===== src/rtl/hazard_pkg.sv =====
// Shared encodings for the pipeline hazard controller: FSM states and
// the result-select code that marks a load in EX.
package hazard_pkg;

    typedef enum logic {
        IDLE = 1'b0,
        BUSY = 1'b1
    } fsm_state_e;

    localparam logic [1:0] RESULT_SRC_LOAD = 2'b01;
    localparam logic [4:0] REG_ZERO        = 5'd0;

endpackage : hazard_pkg


===== src/rtl/sat_counter.sv =====
// Saturating up-counter with asynchronous active-low reset; holds at all-ones
// instead of wrapping.
module sat_counter #(
    parameter int W = 32
) (
    input  logic         clk,
    input  logic         rst,
    input  logic         inc,
    output logic [W-1:0] count
);

    logic [W-1:0] count_q;
    logic [W-1:0] count_d;

    always_comb begin
        count_d = count_q;
        if (inc && (count_q != {W{1'b1}})) begin
            count_d = count_q + W'(1);
        end
    end

    always_ff @(posedge clk or negedge rst) begin
        if (!rst) begin
            count_q <= '0;
        end else begin
            count_q <= count_d;
        end
    end

    assign count = count_q;

endmodule : sat_counter


===== src/rtl/pipeline_hazard_ctrl.sv =====
// Hazard and stall controller: load-use detection, multi-cycle FPU sequencing,
// taken-branch flushing and a saturating stall-cycle counter.
module pipeline_hazard_ctrl #(
    parameter int FPU_LAT   = 8,
    parameter int CNT_W     = 32,
    parameter int CNT_FPU_W = 6
) (
    input  logic             clk,
    input  logic             rst,
    input  logic [4:0]       Rs1_D,
    input  logic [4:0]       Rs2_D,
    input  logic [4:0]       Rd_E,
    input  logic [1:0]       ResultSrc_E,
    input  logic             RegWrite_E,
    input  logic             RegWriteF_E,
    input  logic             BranchTaken_E,
    input  logic             FpuMulti_E,
    output logic             stall_F,
    output logic             stall_D,
    output logic             stall_E,
    output logic             flush_D,
    output logic             flush_E,
    output logic             flush_M,
    output logic             fpu_busy,
    output logic             fpu_done,
    output logic [CNT_W-1:0] stall_cycles
);

    import hazard_pkg::*;

    localparam logic [CNT_FPU_W-1:0] FPU_CNT_INIT = CNT_FPU_W'(FPU_LAT - 2);

    fsm_state_e           state_q, state_d;
    logic [CNT_FPU_W-1:0] fpu_cnt_q, fpu_cnt_d;

    logic lu;
    logic stall_f_c, stall_d_c, stall_e_c;
    logic flush_d_c, flush_e_c, flush_m_c;
    logic busy_c, done_c;

    // x0 is only exempt for integer writes; f0 is a real float register.
    always_comb begin
        lu = (ResultSrc_E == RESULT_SRC_LOAD)
             && ((RegWrite_E && (Rd_E != REG_ZERO)) || RegWriteF_E)
             && ((Rd_E == Rs1_D) || (Rd_E == Rs2_D));
    end

    always_comb begin
        state_d   = state_q;
        fpu_cnt_d = fpu_cnt_q;
        stall_f_c = 1'b0;
        stall_d_c = 1'b0;
        stall_e_c = 1'b0;
        flush_d_c = 1'b0;
        flush_e_c = 1'b0;
        flush_m_c = 1'b0;
        busy_c    = 1'b0;
        done_c    = 1'b0;

        unique case (state_q)
            IDLE: begin
                if (BranchTaken_E) begin
                    flush_d_c = 1'b1;
                    flush_e_c = 1'b1;
                end else if (FpuMulti_E) begin
                    stall_f_c = 1'b1;
                    stall_d_c = 1'b1;
                    stall_e_c = 1'b1;
                    flush_m_c = 1'b1;
                    fpu_cnt_d = FPU_CNT_INIT;
                    state_d   = BUSY;
                end else if (lu) begin
                    stall_f_c = 1'b1;
                    stall_d_c = 1'b1;
                    flush_e_c = 1'b1;
                end
            end

            // The op still sitting in EX must not retrigger, so inputs are ignored here.
            BUSY: begin
                busy_c = 1'b1;
                if (fpu_cnt_q != '0) begin
                    stall_f_c = 1'b1;
                    stall_d_c = 1'b1;
                    stall_e_c = 1'b1;
                    flush_m_c = 1'b1;
                    fpu_cnt_d = fpu_cnt_q - CNT_FPU_W'(1);
                end else begin
                    done_c  = 1'b1;
                    state_d = IDLE;
                end
            end

            default: begin
                state_d = IDLE;
            end
        endcase
    end

    always_ff @(posedge clk or negedge rst) begin
        if (!rst) begin
            state_q   <= IDLE;
            fpu_cnt_q <= '0;
        end else begin
            state_q   <= state_d;
            fpu_cnt_q <= fpu_cnt_d;
        end
    end

    // Outputs are combinational, so gate them with reset to keep them low during reset.
    assign stall_F  = stall_f_c & rst;
    assign stall_D  = stall_d_c & rst;
    assign stall_E  = stall_e_c & rst;
    assign flush_D  = flush_d_c & rst;
    assign flush_E  = flush_e_c & rst;
    assign flush_M  = flush_m_c & rst;
    assign fpu_busy = busy_c & rst;
    assign fpu_done = done_c & rst;

    sat_counter #(
        .W(CNT_W)
    ) u_stall_cnt (
        .clk  (clk),
        .rst  (rst),
        .inc  (stall_F),
        .count(stall_cycles)
    );

endmodule : pipeline_hazard_ctrl


===== config.mk =====
export PLATFORM = sky130hd
export DESIGN_NAME = pipeline_hazard_ctrl
export DESIGN_NICKNAME = d
export VERILOG_FILES = /design/src/rtl/hazard_pkg.sv /design/src/rtl/sat_counter.sv /design/src/rtl/pipeline_hazard_ctrl.sv
export SDC_FILE = /design/constraint.sdc
export NUM_CORES = 1
export LEC_CHECK = 0
export ABC_AREA = 1
export CAP_MARGIN = 0
export CORE_AREA = 8 8 119 77
export DETAILED_ROUTE_END_ITERATION = 16
export DIE_AREA = 0 0 127 85
export DONT_BUFFER_PORTS = 1
export GPL_ROUTABILITY_DRIVEN = 1
export GPL_TIMING_DRIVEN = 0
export REMOVE_ABC_BUFFERS = 1
export SETUP_SLACK_MARGIN = 0.15
export SYNTH_ARGS = -nofsm -noshare
export SYNTH_HDL_FRONTEND = slang
export SYNTH_SLANG_ARGS = --single-unit

===== constraint.sdc =====
create_clock -name clk -period 3.6 [get_ports clk]
set_input_delay 0.36 -clock clk [delete_from_list [all_inputs] [get_ports clk]]
set_output_delay 0.36 -clock clk [all_outputs]
set_load 0.01 [all_outputs]

Word-level counts from Yosys, hierarchy flattened
Cells that the tools add are included.
{"block": "totals", "in_bits": 23, "register_bits": 39, "output_inout_bits": 40}
{"block": "op_classes", "n_bitwise": 7, "addsub": 2, "mux": 20, "reduce_logical": 9, "n_eq_ne": 7}
{"operator": "adder 32 x 1 -> 32 bit, second input constant", "count": 1}
{"operator": "!= test 32 bit, second input constant", "count": 1}
{"operator": "2-to-1 mux 6 bit", "count": 3}
{"operator": "2-to-1 mux 1 bit", "count": 14}
{"operator": "case mux 6 bit (2 select lines)", "count": 1}
{"operator": "equality test 5 bit", "count": 2}
{"operator": "bitwise AND 1 bit", "count": 6}
{"operator": "nonzero test 6 bit", "count": 1}
{"operator": "subtractor 6 x 1 -> 6 bit, second input constant", "count": 1}
{"operator": "nonzero test 5 bit", "count": 1}
{"operator": "logical AND 1 bit", "count": 4}
{"operator": "!= test 2 bit, second input constant", "count": 2}
{"operator": "case mux 1 bit (2 select lines)", "count": 2}
{"operator": "AND reduction 3 bit", "count": 1}
{"operator": "equality test 2 x 1 -> 1 bit, second input constant", "count": 1}
{"operator": "logical OR 1 bit", "count": 2}
{"operator": "!= test 2 x 1 -> 1 bit, second input constant", "count": 1}
{"operator": "NOT 1 bit", "count": 1}

Longest topological paths before layout
{"block": "depth", "depth_word": 11, "depth_mapped": 12}

Modules after synthesis
From an unflattened synthesis, not the netlist that was laid out.
{"block": "unflattened", "hier_cells": 452, "area_unflattened_um2": 2899.0}
{"module": "sat_counter", "cells_per_inst": 333, "seq_area_each_um2": 800.8, "area_per_inst_um2": 2190.9, "instances": 1}
{"module": "pipeline_hazard_ctrl", "cells_per_inst": 119, "seq_area_each_um2": 175.2, "area_per_inst_um2": 708.2, "instances": 1}

Worst setup path after synthesis
OpenSTA, ideal clock, no wires.
{"block": "synth_timing", "path_kind": "register to register", "start": "register u_stall_cnt.count_q[0] (netlist: u_stall_cnt.count[0])", "end": "register u_stall_cnt.count_q[2] (netlist: u_stall_cnt.count[2])", "path_stages_with_launch": 10, "t_arrival_ps": 1716, "period_less_slack_ps": 1833, "path_buffers": 1, "path_slack_ps": 1767, "path_cell_list": "dfrtp_1 ha_1 nand3_2 nor2_4 nand3_1 nor2_2 nand4_2 buf_2 nand3_1 nand2_1"}
{"block": "synth_between", "elab_chain_cells": 2, "word_cells_on_any_way": 3}
{"item": "start, declared", "line": "sat_counter.sv:12", "rtl": "logic [W-1:0] count_q;"}
{"item": "start signal, assigned", "line": "sat_counter.sv:26", "rtl": "count_q <= count_d;"}
{"item": "parallel branches: the longest is 2 deep, another holds adder 32 x 1 -> 32 bit"}
Several ways; the timed one is not identified.
A chain may end at the register's enable or synchronous reset.

Worst setup path after layout
{"block": "layout_timing", "start": "register u_stall_cnt.count_q[0] (netlist: u_stall_cnt.count[0])", "end": "register u_stall_cnt.count_q[24] (netlist: u_stall_cnt.count[24])"}
Same word-level chain as after synthesis.

==> metrics <==
Reg power frac=0.432; sum of negative setup slack=0 ns; port bufs=0; maximum vdd drop=0.259 mV; Vias/cell=4.96; final worst path period share=0.760; Worst setup EP type=flop; Final WS setup=0.863 ns; Critical Path Stages=9; Die W=127 microns; DR pass1 iterations=4; Synth-to-Final Area Change=7.53%; CTS max path bufs=2; Final Hold Viols=0; critical path launch point type=flop; # fillers=between 700 and 800; largest net degree at the start of global routing=40; Placer Congestion=just under 0.9; Die Area=10800 sq um; Netlist cell types=27; register bit total from synthesis=39; fin crit period=2.74 ns; Worst-path clk slew=0.06 ns; Tot GR Track Use=0.150; worst r2r dst=u_stall_cnt.count[24]$_DFFE_PN0P_; final routed wire length divided by cell count=approximately 14 microns; DR DRC count=0; worst setup path end=u_stall_cnt.count[24]$_DFFE_PN0P_; Min Hold Slack=0.256 ns; Mapped Cells=453; YS warnings=0; Pins Over Slew Limit=0; Max Fclk=365 MHz; nets@finish=477; post-detail-place hpwl=5.95 mm; internal reg-to-reg setup slack=0.86 ns; Setup WS pre-CTS=0.440 ns; die height=85 microns; r2r startpoint=u_stall_cnt.count[0]$_DFFE_PN0P_; grt ovf=0; antenna cells=0; initial DRC count=172; clk_lat worst skew=0.28 ns; Power per Cell Area=453 nW/um^2; Critical Path RT=3.81 ns; compound-cell area share of the yosys netlist=0.0188; Combinational Power Share=0.260; first-pass GRT wire length=13.0 mm; starting density of the core=0.381; slowest cell on the critical path=dfrtp_1; Pleak=1.55 nW; initial antenna violation count=0; critical path fanouts, max=33; Clk pwr share=0.308; crit path buf inv count=0; xor/xnor share of the synthesized area=0.0552; Synth Area in Adders=0.0131; via count=2709; Crit Path Class=reg2reg; Worst EP arrival=2.95 ns; worst clock skew=0.00509 ns; Syn Std Cell Area=2860 sq um; worst r2r path cells=9; row cnt=25; # setup viols final=0; CTS Buf Count=5; Crit. Startpoint=u_stall_cnt.count[0]$_DFFE_PN0P_; status=finished, final reports clean; Hold Path Class=in2reg; most common cell after layout, fill and taps aside=nand2_1; CP delay by family, top=simple AND/OR/NAND/NOR gates; core area=7510 sq um; post-route cell area=3070 sq um; Slew Limit Headroom=0.483; Core Util, Final=0.409; max-cap viol count=0; slowest cell delay on critical path=0.54 ns; CP cell instances=ha_1 -> nand3_2 -> nor2_4 -> nand3_1 -> nor2_2 -> nand4_4 -> nand2_4 -> nand2_1 -> nand2_1; vias in the first global route=2421; most frequent cells in the layout=nand2_1, nor2_1, nand3_1, inv_1, dfrtp_1; Clock Sinks=39; Int Pwr=0.877 mW; Final ANT Viol Nets=0; Total Wirelength=7.87 mm; Worst-Margin Slew=0.772 ns; root buf cell=clkbuf_16; I/O pin count=63; RSZ-0062 raised after global routing=no; largest family of logic cells by synthesized area=simple AND/OR/NAND/NOR gates; H-tree Lvls=2; multiplexer share of the synthesized area=0; Switching Share=0.370; most used cell, CP=nand2_1; sequential-to-total area share from yosys stat=0.342; fraction of layout cells with a size suffix above 1=0.0376; placed cell area=2900 sq um; syn avg cell area=6.31 sq um; switching pwr=0.515 mW; CTS tree=yes; simple-gate portion of the synthesized area=0.482
-- timing repair --
item | 4_1_cts | 5_1_grt
setup buffers | 0 | 0
endpoints found under the setup margin | 0 | 7
gates resized for setup | 0 | 1
endpoints found under the hold margin | 39 | 0
hold buffers | 2 | 0
-- cell type report --
class | count | area, sq um | share of cell area
tap | 94 | 118 | 0.0383
inverter | 47 | 176 | 0.0574
clock inverter | 1 | 5.00 | 0.00163
sequential | 39 | 976 | 0.318
clock buffer | 7 | 133 | 0.0432
timing repair buffer | 2 | 30.0 | 0.00977
multi-input combinational | 356 | 1640 | 0.532
-- flip-flops by register name (all words and copies together) (netlist names) --
| signal | flops |
|---|---|
| fpu_cnt_q | 6 |
| state_q | 1 |
| u_stall_cnt.count | 32 |
-- power by group through the flow --
stage               clock, mW  combinational (mW)  sequential (mW)
global placement            0               0.345            0.607
CTS                     0.441               0.369            0.601
floorplan                   0               0.284            0.585
detailed placement          0               0.354            0.609
finish                  0.429               0.362            0.602
global route            0.455               0.429            0.613
-- metrics by stage --
step           power, mW  std cells
2_1_floorplan      0.868        442
3_3_place_gp       0.952        536
3_5_place_dp       0.963        536
4_1_cts             1.41        546
5_1_grt             1.50        546
6_report            1.39        546
-- cell families (layout without fill, tap and decap cells) --
family / after synthesis / in the layout
AND/OR/NAND/NOR: 326 / 326
buffers and inverters: 58 / 57
flip-flops: 39 / 39
XOR/XNOR: 18 / 18
AO/OA/AOI/OAI: 9 / 9
adder cells (fa/ha/maj): 3 / 3
-- Yosys cell counts, drive strengths merged --
master | number | share of area
nand4 | 2 | 0.0066
inv | 47 | 0.062
xor2 | 13 | 0.040
dfrtp | 39 | 0.34
nand3 | 53 | 0.095
o31ai | 1 | 0.0026
xnor2 | 5 | 0.015
nor2 | 59 | 0.081
a22oi | 1 | 0.0026
nand2 | 190 | 0.25
a21oi | 4 | 0.0070
or2 | 1 | 0.0022
a31o | 1 | 0.0031
o21ai | 2 | 0.0035
ha | 3 | 0.013
nand3b | 5 | 0.013
buf | 11 | 0.028
nor3 | 16 | 0.032
-- routing by layer --
layer,GRT usage,part of all wire,up-vias
met4,0.0279,0.0093,0
met2,0.212,0.40,83
met5,0,0,-
met1,0.220,0.51,1219
met3,0.0432,0.088,6
li1,-,-,1401
-- worst register-to-register path, delay by kind of cell (launching register included) --
kind,cells,cell delay (ns)
adders and majority gates,1,0.31
DFF,1,0.54
and+or+nand+nor,8,1.82
-- worst min path at each step --
stage                        startpoint                                to  slack (ns)  cells after the start
after global placement              rst  u_stall_cnt.count[2]$_DFFE_PN0P_        0.07                      0
after CTS                 BranchTaken_E          fpu_cnt_q[3]$_DFFE_PN0P_        0.26                      2
after global routing      BranchTaken_E          fpu_cnt_q[3]$_DFFE_PN0P_        0.29                      2
final                     BranchTaken_E          fpu_cnt_q[3]$_DFFE_PN0P_        0.26                      2
after floorplan                     rst          fpu_cnt_q[0]$_DFFE_PN0P_        0.06                      0
after detailed placement            rst  u_stall_cnt.count[2]$_DFFE_PN0P_        0.07                      0
(Power assumes the default switching activity.)
